File: src/rtl/tv_sequencer.sv
// tv_sequencer: walks a basic component through every input vector and checks it against a golden model.
module tv_sequencer #(
    parameter int SETTLE = 1,
    parameter int STIM_W = 6,
    parameter int CNT_W  = 7
) (
    input  logic              clk,
    input  logic              rst,
    input  logic              start,
    input  logic [2:0]        mode,
    input  logic [1:0]        dut_y,
    output logic [STIM_W-1:0] stim,
    output logic              busy,
    output logic              done,
    output logic              pass,
    output logic              mode_err,
    output logic [CNT_W-1:0]  vec_count,
    output logic [CNT_W-1:0]  err_count,
    output logic [STIM_W-1:0] fail_vec,
    output logic              fail_valid
);
    typedef enum logic [1:0] {IDLE, DRIVE, CHECK, DONE} state_t;
    state_t state, state_n;
    logic [2:0] mode_q;
    logic [3:0] settle;
    logic [1:0] exp_y, msk;
    logic [STIM_W-1:0] last;
    logic mis, go, bad, fin;
    always_comb begin
        exp_y = 2'b00;
        msk = 2'b01;
        last = STIM_W'(3);
        case (mode_q)
            3'd0: exp_y = {1'b0, stim[0] & stim[1]};
            3'd1: begin
                exp_y = {stim[0] & stim[1], stim[0] ^ stim[1]};
                msk = 2'b11;
            end
            3'd2: begin
                exp_y = {(stim[0] & stim[1]) | (stim[2] & (stim[0] | stim[1])), ^stim[2:0]};
                msk = 2'b11;
                last = STIM_W'(7);
            end
            3'd3: begin
                exp_y = {1'b0, stim[2] ? stim[1] : stim[0]};
                last = STIM_W'(7);
            end
            3'd4: begin
                exp_y = {1'b0, stim[stim[5:4]]};
                last = STIM_W'(63);
            end
            default: ;
        endcase
        // Case inequality so an X/Z on a compared bit is reported as a mismatch.
        mis = (((dut_y ^ exp_y) & msk) !== 2'b00);
        go = start && (state == IDLE || state == DONE);
        bad = mode > 3'd4;
        fin = stim == last;
        state_n = state;
        case (state)
            IDLE, DONE: if (go) state_n = bad ? DONE : DRIVE;
            DRIVE: if (settle == 4'(SETTLE)) state_n = CHECK;
            CHECK: state_n = fin ? DONE : DRIVE;
            default: state_n = IDLE;
        endcase
    end
    always_ff @(posedge clk) begin
        if (rst) state <= IDLE;
        else state <= state_n;
    end
    // The first vector starts its settle count at 0, later ones at 1, so the
    // component gets one extra cycle after leaving the previous run's vector.
    always_ff @(posedge clk) begin
        if (rst) begin
            mode_q <= 3'd0;
            settle <= 4'd0;
            stim <= '0;
            pass <= 1'b0;
            mode_err <= 1'b0;
            vec_count <= '0;
            err_count <= '0;
            fail_vec <= '0;
            fail_valid <= 1'b0;
        end else begin
            case (state)
                IDLE, DONE: if (go) begin
                    mode_q <= mode;
                    settle <= 4'd0;
                    stim <= '0;
                    pass <= 1'b0;
                    mode_err <= bad;
                    vec_count <= '0;
                    err_count <= '0;
                    fail_vec <= '0;
                    fail_valid <= 1'b0;
                end
                DRIVE: settle <= settle + 4'd1;
                CHECK: begin
                    vec_count <= vec_count + CNT_W'(1);
                    settle <= 4'd1;
                    if (mis) begin
                        err_count <= err_count + CNT_W'(1);
                        if (!fail_valid) begin
                            fail_vec <= stim;
                            fail_valid <= 1'b1;
                        end
                    end
                    if (fin) pass <= !mis && err_count == '0;
                    else stim <= stim + STIM_W'(1);
                end
                default: ;
            endcase
        end
    end
    assign busy = state == DRIVE || state == CHECK;
    assign done = state == DONE;
endmodule

File: config.mk
export PLATFORM = sky130hd
export DESIGN_NAME = tv_sequencer
export DESIGN_NICKNAME = d
export VERILOG_FILES = /design/src/rtl/tv_sequencer.sv
export SDC_FILE = /design/constraint.sdc
export NUM_CORES = 1
export LEC_CHECK = 0
export CAP_MARGIN = 20
export CORE_ASPECT_RATIO = 2
export CORE_MARGIN = 2
export CORE_UTILIZATION = 47
export DETAILED_ROUTE_END_ITERATION = 10
export PLACE_DENSITY = 0.74
export SLEW_MARGIN = 10
export SYNTH_ARGS = -nofsm -noshare
export SYNTH_HDL_FRONTEND = slang
export SYNTH_SLANG_ARGS = --single-unit
File: constraint.sdc
create_clock -name clk -period 2.4 [get_ports clk]
set_clock_uncertainty 0.1 [all_clocks]
set_input_delay 0.48 -clock clk [delete_from_list [all_inputs] [get_ports clk]]
set_output_delay 0.48 -clock clk [all_outputs]
set_load 0.01 [all_outputs]
==> key figures, run 1 <==
Finish
  • Proportion of layout cells with a drive suffix above 1: 0.169
  • Number of diodes: 0
  • Most common cell after layout, fill and taps aside: clkdlybuf4s50_1
  • Most frequent cells in the layout: clkdlybuf4s50_1 (38), dfxtp_1 (36), nor2_1 (30), nand2_1 (25), buf_4 (24)
  • Syn-to-layout area delta: 35.5%
  • Final nets: ~340

STA
  • Slew @ Worst Pin: between 400 and 500 ps
  • Hold Violations, Final: 0
  • Fin crit period: between 2000 and 2500 ps
  • Final period utilization: 0.998
  • Setup-failing EPs final: 0
  • Final max-slew violation count: 0
  • RSZ-0062 raised after global routing: true
  • Final WS setup: roughly 5 ps
  • Max Freq: about 420 MHz
  • Hold slack final: between 300 and 400 ps
  • Max-slew headroom: 0.724

Floorplanning
  • Die height: 100 um
  • Row count: 35
  • Initial core utilization: 0.479
  • Total core area: about 4600 um^2
  • Die Wd: ~52 um
  • Die ar.: approximately 5200 um^2
  • Ports: 39

Outcome
  • Status: finished clean

CTS
  • H-tree Lvls: 2
  • Clk Latency, worst-skew pair: ~290 ps
  • Hold Buf Count CTS: 0
  • Clk buf depth: 2
  • Number of buffers created by CTS: 5
  • Reg clk slew, reported paths: 80 ps
  • Clk root buf: clkbuf_8
  • CTS tree: built
  • Clk sinks: 38

Power
  • VDD IR-drop max: ~0.74 mV
  • Leakage: 1.13 nW
  • Pwr/cell area: about 780 nW/um^2

Setup path
  • WP data arrival: between 2000 and 2500 ps
  • R2R Path End: fail_vec[1]$_SDFFE_PP0P_
  • CP Launch Point: stim[0]$_SDFFE_PP0P_
  • Setup crit end kind: flop
  • Worst Path Max Fanout: 6
  • CP Cell Sequence: buf_6, mux4_2, and2_4, buf_6, nor4_4, o22ai_4, and3b_2, a22o_1
  • Worst endpoint required time: about 2500 ps
  • Critical path depth: 8
  • Setup slack, reg-to-reg: approximately 5 ps
  • Crit path to: fail_vec[1]$_SDFFE_PP0P_
  • Max incr delay on CP: 490 ps
  • CP dominant cell by count: buf_6
  • Slowest CP cell: mux4_2
  • R2R cell count: 8
  • WP buf/inv: 2
  • CP top delay family: simple AND/OR/NAND/NOR gates
  • Worst setup path class: flop to flop
  • FF-to-FF Start: stim[0]$_SDFFE_PP0P_
  • Startpoint Class: flop

Worst hold path
  • HP Class: flop to flop

Synthesis
  • FF+latch count, synth: 38
  • Mapped cell area: around 2200 um^2
  • Yosys warns: 0
  • Ys flop type: dfxtp_1
  • Synth Net Count: around 280
  • Yosys cell types: 51
  • Syn Inst Count: between 200 and 300
  • Post-synthesis sequential area ratio: 0.349
  • Syn avg cell area: around 8.4 um^2
  • Post-synth EDFFs: 0
  • Asr flop ratio synth: 0

Placement
  • Routability cong.: 0.836
  • Place WS: -95.3 ps
  • Placed wire-length estimate: approximately 4400 um
  • IO Port Bufs: 38

Routing
  • Number of DRC markers in iteration 0: 60
  • DRT met1 WL: 2270 um
  • Met2 WL: ~3300 um
  • Met3 WL: roughly 260 um
  • Max layer used: met4
  • Via count: approximately 2200
  • Post-DR wirelength/cell: about 16 um
  • Pre-antenna DRT Iters: 4
  • DRC viols: 0
  • Vias per cell: a little under 6
  • WL final: just under 6000 um
  • Post-route ant nets: 0

Global route
  • First-pass GRT wire length: 9430 um
  • Vias in the first global route: 2137
  • Total grt overflow: 0
  • GRT Overall Usage: 0.239
  • Largest net degree at the start of global routing: 25
  • Antenna violations before repair: 0

Run
  • Max Cap Viol: 0
[metrics by stage]
step | power, mW | utilization | setup TNS [ps] | cells | instance area [um^2]
floorplan | 1.39 | - | 0 | 261 | 2190
global placement | 1.76 | 0.606 | -4.12 | 368 | 2760
detailed placement | 1.78 | 0.606 | -573 | 368 | 2760
CTS | 2.26 | 0.640 | -19.2 | 380 | 2920
global route | 2.44 | 0.649 | -421 | 380 | 2950
finish | 2.30 | 0.649 | 0 | 380 | 2950
[cell type report]
type | instances | area [um^2]
multi-input combinational | 201 | 1380
tap | 55 | 68.8
clock inverter | 1 | 5.00
fill | 398 | 1600
sequential | 38 | 763
clock buffer | 7 | 86.3
inverter | 12 | 45.0
timing repair buffer | 66 | 606
[report_power, final]
part | leakage, nW | internal (mW) | switching, mW
combinational | 0.772 | 0.441 | 0.634
clock | 0.0482 | 0.232 | 0.230
sequential | 0.308 | 0.685 | 0.0756
total | 1.13 | 1.36 | 0.939
[logic make-up after synthesis]
kind of cell    share of synthesized area
compound gates                      0.209
fa+ha+maj                          0.0723
xor+xnor                           0.0482
flops                               0.349
buf+inv                            0.0453
simple gates                        0.238
mux                                0.0385
[repair_timing]
action,4_1_cts,5_1_grt
resized for setup,10,9
setup endpoints to repair,9,17
setup buffers,4,0
pin swaps,4,4
[how the worst min path moves through the flow]
stage / to / startpoint / slack (ps) / cells after the start
after floorplan: settle[3]$_SDFFE_PP0P_ / settle[3]$_SDFFE_PP0P_ / 370 / 2
after global placement: fail_vec[0]$_SDFFE_PP0P_ / fail_vec[0]$_SDFFE_PP0P_ / 360 / 1
after detailed placement: pass$_SDFFE_PP0P_ / pass$_SDFFE_PP0P_ / 350 / 2
after CTS: pass$_SDFFE_PP0P_ / pass$_SDFFE_PP0P_ / 370 / 2
after global routing: pass$_SDFFE_PP0P_ / pass$_SDFFE_PP0P_ / 380 / 2
final: pass$_SDFFE_PP0P_ / pass$_SDFFE_PP0P_ / 370 / 2
[synth_stat cells, types with 2 or more instances]
cell      number  area (um^2)
a211oi_1       4         30.0
a21oi_1       15         75.1
a22o_1         6         52.6
a22oi_1        3         22.5
a31oi_1        4         25.0
a32oi_1        2         17.5
and3_1         4         25.0
buf_6          2         22.5
clkbuf_1       6         22.5
dfxtp_1       38          761
ha_1          11          138
inv_1         11         41.3
mux2i_1        5         50.1
nand2_1       25         93.8
nand2b_1       5         31.3
nand3_1       11         55.1
nand4b_1       3         26.3
nor2_1        31          116
nor2b_1        4         25.0
nor3_1         8         40.0
nor3b_1        2         15.0
nor4_1         5         31.3
o211ai_1       4         30.0
o21ai_0        6         30.0
o21ai_1        7         35.0
o31a_1         2         17.5
o32ai_1        3         26.3
xnor2_1        5         43.8
xor2_1         7         61.3
[registers in the layout (all words and copies together) (netlist names), 2 cells and up]
| name | count |
|---|---|
| settle | 4 |
| stim | 6 |
| fail_vec | 6 |
| mode_q | 3 |
| vec_count | 7 |
| err_count | 7 |
| state | 2 |
[routing by layer]
metal / vias to the layer above / global-route usage
li1: 1066 / -
met1: 1068 / 0.239
met2: 77 / 0.446
met4: 0 / 0.120
met3: 11 / 0.0417
met5: - / 0
[worst register-to-register path: cells and delay by family (launching register included)]
family	cells	cell delay (ps)
AOI/OAI and AO/OA	2	360
buffers and inverters	2	230
DFF	1	340
muxes	1	490
and+or+nand+nor	3	770
Power figures use the tool's default switching activity.
==> run 2, diff against run 1 <==
- CAP_MARGIN: 20 -> default
- REMOVE_ABC_BUFFERS: default -> 1
==> run 2 against run 1 <==
Effect of this change:
- global-route usage decreased by 0.57 points
- sequential share of layout area increased by 0.12 points
- sequential power increased by 1%
- highest routed layer unchanged
- critical path depth decreased by 1
- first-iteration DRC count decreased by 3.3%
- combinational power about the same
- maximum frequency increased by 2.9%
- via count decreased by 5.0%
- clock power increased by 19%
- hold slack improved by 21 ps
==> key figures, run 2 (same netlist as run 1, synthesis figures left out) <==
CTS
  • Hold Buf Count CTS: 0 (unchanged)
  • Setup Buffers After CTS: 0 (-4)
  • Number of buffers created by CTS: 5 (unchanged)
  • Clk sinks: 38 (unchanged)
  • CTS tree: built
  • H-tree Lvls: 2 (unchanged)
  • Clk buf depth: 2 (unchanged)
  • Reg clk slew, reported paths: 80 ps (about the same)
  • Clk Latency, worst-skew pair: 300 ps (about the same)
  • Clk root buf: clkbuf_8

Routing
  • Post-DR wirelength/cell: 15.2 um (-2.8%)
  • Post-route ant nets: 0 (unchanged)
  • DRC viols: 0 (unchanged)
  • Vias per cell: 5.64 (-3.5%)
  • Via count: 2111 (-5.0%)
  • Number of DRC markers in iteration 0: 58 (-3.3%)
  • Pre-antenna DRT Iters: 4 (unchanged)
  • WL final: 5700 um (-4.3%)

Global route
  • Total grt overflow: 0 (unchanged)
  • First-pass GRT wire length: 9270 um (-1.7%)
  • Antenna violations before repair: 0 (unchanged)
  • GRT Overall Usage: 0.233 (-0.00574)
  • Vias in the first global route: 2078 (-2.8%)
  • Largest net degree at the start of global routing: 25 (unchanged)

Setup path
  • Setup slack, reg-to-reg: 70 ps (+70 ps)
  • Setup crit end kind: flop
  • R2R cell count: 7 (-1)
  • Worst Path Max Fanout: 7 (+1)
  • Startpoint Class: flop
  • WP data arrival: 2470 ps (about the same)
  • Worst setup path class: flop to flop
  • FF-to-FF Start: stim[0]$_SDFFE_PP0P_
  • Worst endpoint required time: 2550 ps (+60 ps)
  • R2R Path End: fail_vec[4]$_SDFFE_PP0P_

Finish
  • Finished Layout Cells: 374 (-1.6%)
  • Most frequent cells in the layout: clkdlybuf4s50_1 (38), dfxtp_1 (37), nor2_1 (31), nand2_1 (25), buf_4 (19)
  • Syn-to-layout area delta: 34.7%
  • Final nets: 338 (-1.7%)
  • Number of diodes: 0 (unchanged)
  • Largest registers in the final layout: err_count (7), vec_count (7)
  • Proportion of layout cells with a drive suffix above 1: 0.147 (-0.0219)
  • Fillers: 427 (+7.3%)
  • Design area: 2940 um^2 (-0.64%)
  • Most common cell after layout, fill and taps aside: clkdlybuf4s50_1

Worst hold path
  • Hold depth: 1 (-1)
  • Hold Startpoint: fail_vec[2]$_SDFFE_PP0P_
  • HP Class: flop to flop
  • Hold path endpoint: fail_vec[2]$_SDFFE_PP0P_

Floorplanning
  • Initial core utilization: 0.479 (unchanged)
  • Die height: 100 um (unchanged)
  • Total core area: 4550 um^2 (unchanged)
  • Ports: 39 (unchanged)
  • Die ar.: 5230 um^2 (unchanged)
  • Row count: 35 (unchanged)
  • Die Wd: 52.2 um (unchanged)

STA
  • Hold Violations, Final: 0 (unchanged)
  • Max Freq: 430 MHz (+2.9%)
  • Slew @ Worst Pin: 596 ps (+185 ps)
  • Final period utilization: 0.969 (-0.0285)
  • Setup-failing EPs final: 0 (unchanged)
  • Final WS setup: 73.4 ps (+68.4 ps)
  • RSZ-0062 raised after global routing: true
  • Hold slack final: 388 ps (+21.5 ps)
  • Final max-slew violation count: 0 (unchanged)
  • Fin crit period: 2330 ps (-68.4 ps)
  • Max-slew headroom: 0.601 (-0.123)

Placement
  • Place WS: -64.9 ps (+30.5 ps)
  • Post-Place Cells: 366 (-0.54%)
  • Placed wire-length estimate: 4290 um (-2.5%)
  • IO Port Bufs: 38 (unchanged)
  • Routability cong.: 0.845 (+1.2%)
  • Placed instance area: 2740 um^2 (-0.77%)

Power
  • VDD IR-drop max: 0.626 mV (-16%)
  • Pwr/cell area: 809 nW/um^2 (+4.0%)
  • Total power: 2.38 mW (+3.4%)
  • Leakage: 1.09 nW (-3.4%)

Run
  • Max Cap Viol: 0 (unchanged)

Outcome
  • Status: finished clean
## run 2: worst max-delay path by stage
stage,cells after the start,endpoint,slack [ps],from
after global routing,9,fail_vec[4]$_SDFFE_PP0P_,-30,stim[0]$_SDFFE_PP0P_
after floorplan,8,fail_vec[2]$_SDFFE_PP0P_,-190,stim[0]$_SDFFE_PP0P_
after detailed placement,9,fail_vec[4]$_SDFFE_PP0P_,-60,stim[0]$_SDFFE_PP0P_
final,7,fail_vec[4]$_SDFFE_PP0P_,70,stim[0]$_SDFFE_PP0P_
after global placement,9,fail_vec[4]$_SDFFE_PP0P_,40,stim[0]$_SDFFE_PP0P_
after CTS,9,err_count[1]$_SDFFE_PP0P_,4,stim[0]$_SDFFE_PP0P_
## run 2: critical path, stage by stage, from the launching register on
cell and delay (ps):
dfxtp_2 330, buf_6 130, mux4_2 510, and2_4 210
o31a_1 330, o22ai_4 230, and3b_2 300, a22o_1 150
## run 2: cell type report
class	instances	area (um^2)	area share
Clock buffer	5	68.8	0.0234
Multi-Input combinational cell	201	1390	0.475
Clock inverter	3	40.0	0.0136
Sequential cell	38	762	0.260
Inverter	12	45.0	0.0153
Timing Repair Buffer	60	557	0.190
Tap cell	55	68.8	0.0234
## run 2: metrics by stage
step | util | setup TNS (ps)
global placement | 0.602 | 0
finish | 0.645 | 0
global route | 0.645 | -88.2
CTS | 0.629 | 0
detailed placement | 0.602 | -383
floorplan | - | -1430
## run 2: power breakdown
group / internal, mW / switching, mW / total, mW
Sequential: 0.685 / 0.0862 / 0.771
Combinational: 0.447 / 0.609 / 1.06
Clock: 0.306 / 0.242 / 0.548
Total: 1.44 / 0.937 / 2.38
## run 2: timing repair
action,4_1_cts,5_1_grt
gates resized for setup,5,14
pin swaps,2,3
setup endpoints to repair,12,18
## run 2: per-layer routing
layer  vias up  GRT usage  routed length [um]
met5         -          0                   0
met4         0     0.0907                 100
met3         8     0.0313                 163
met2        49      0.455                3270
met1       994      0.234                2170
li1       1060          -                   -
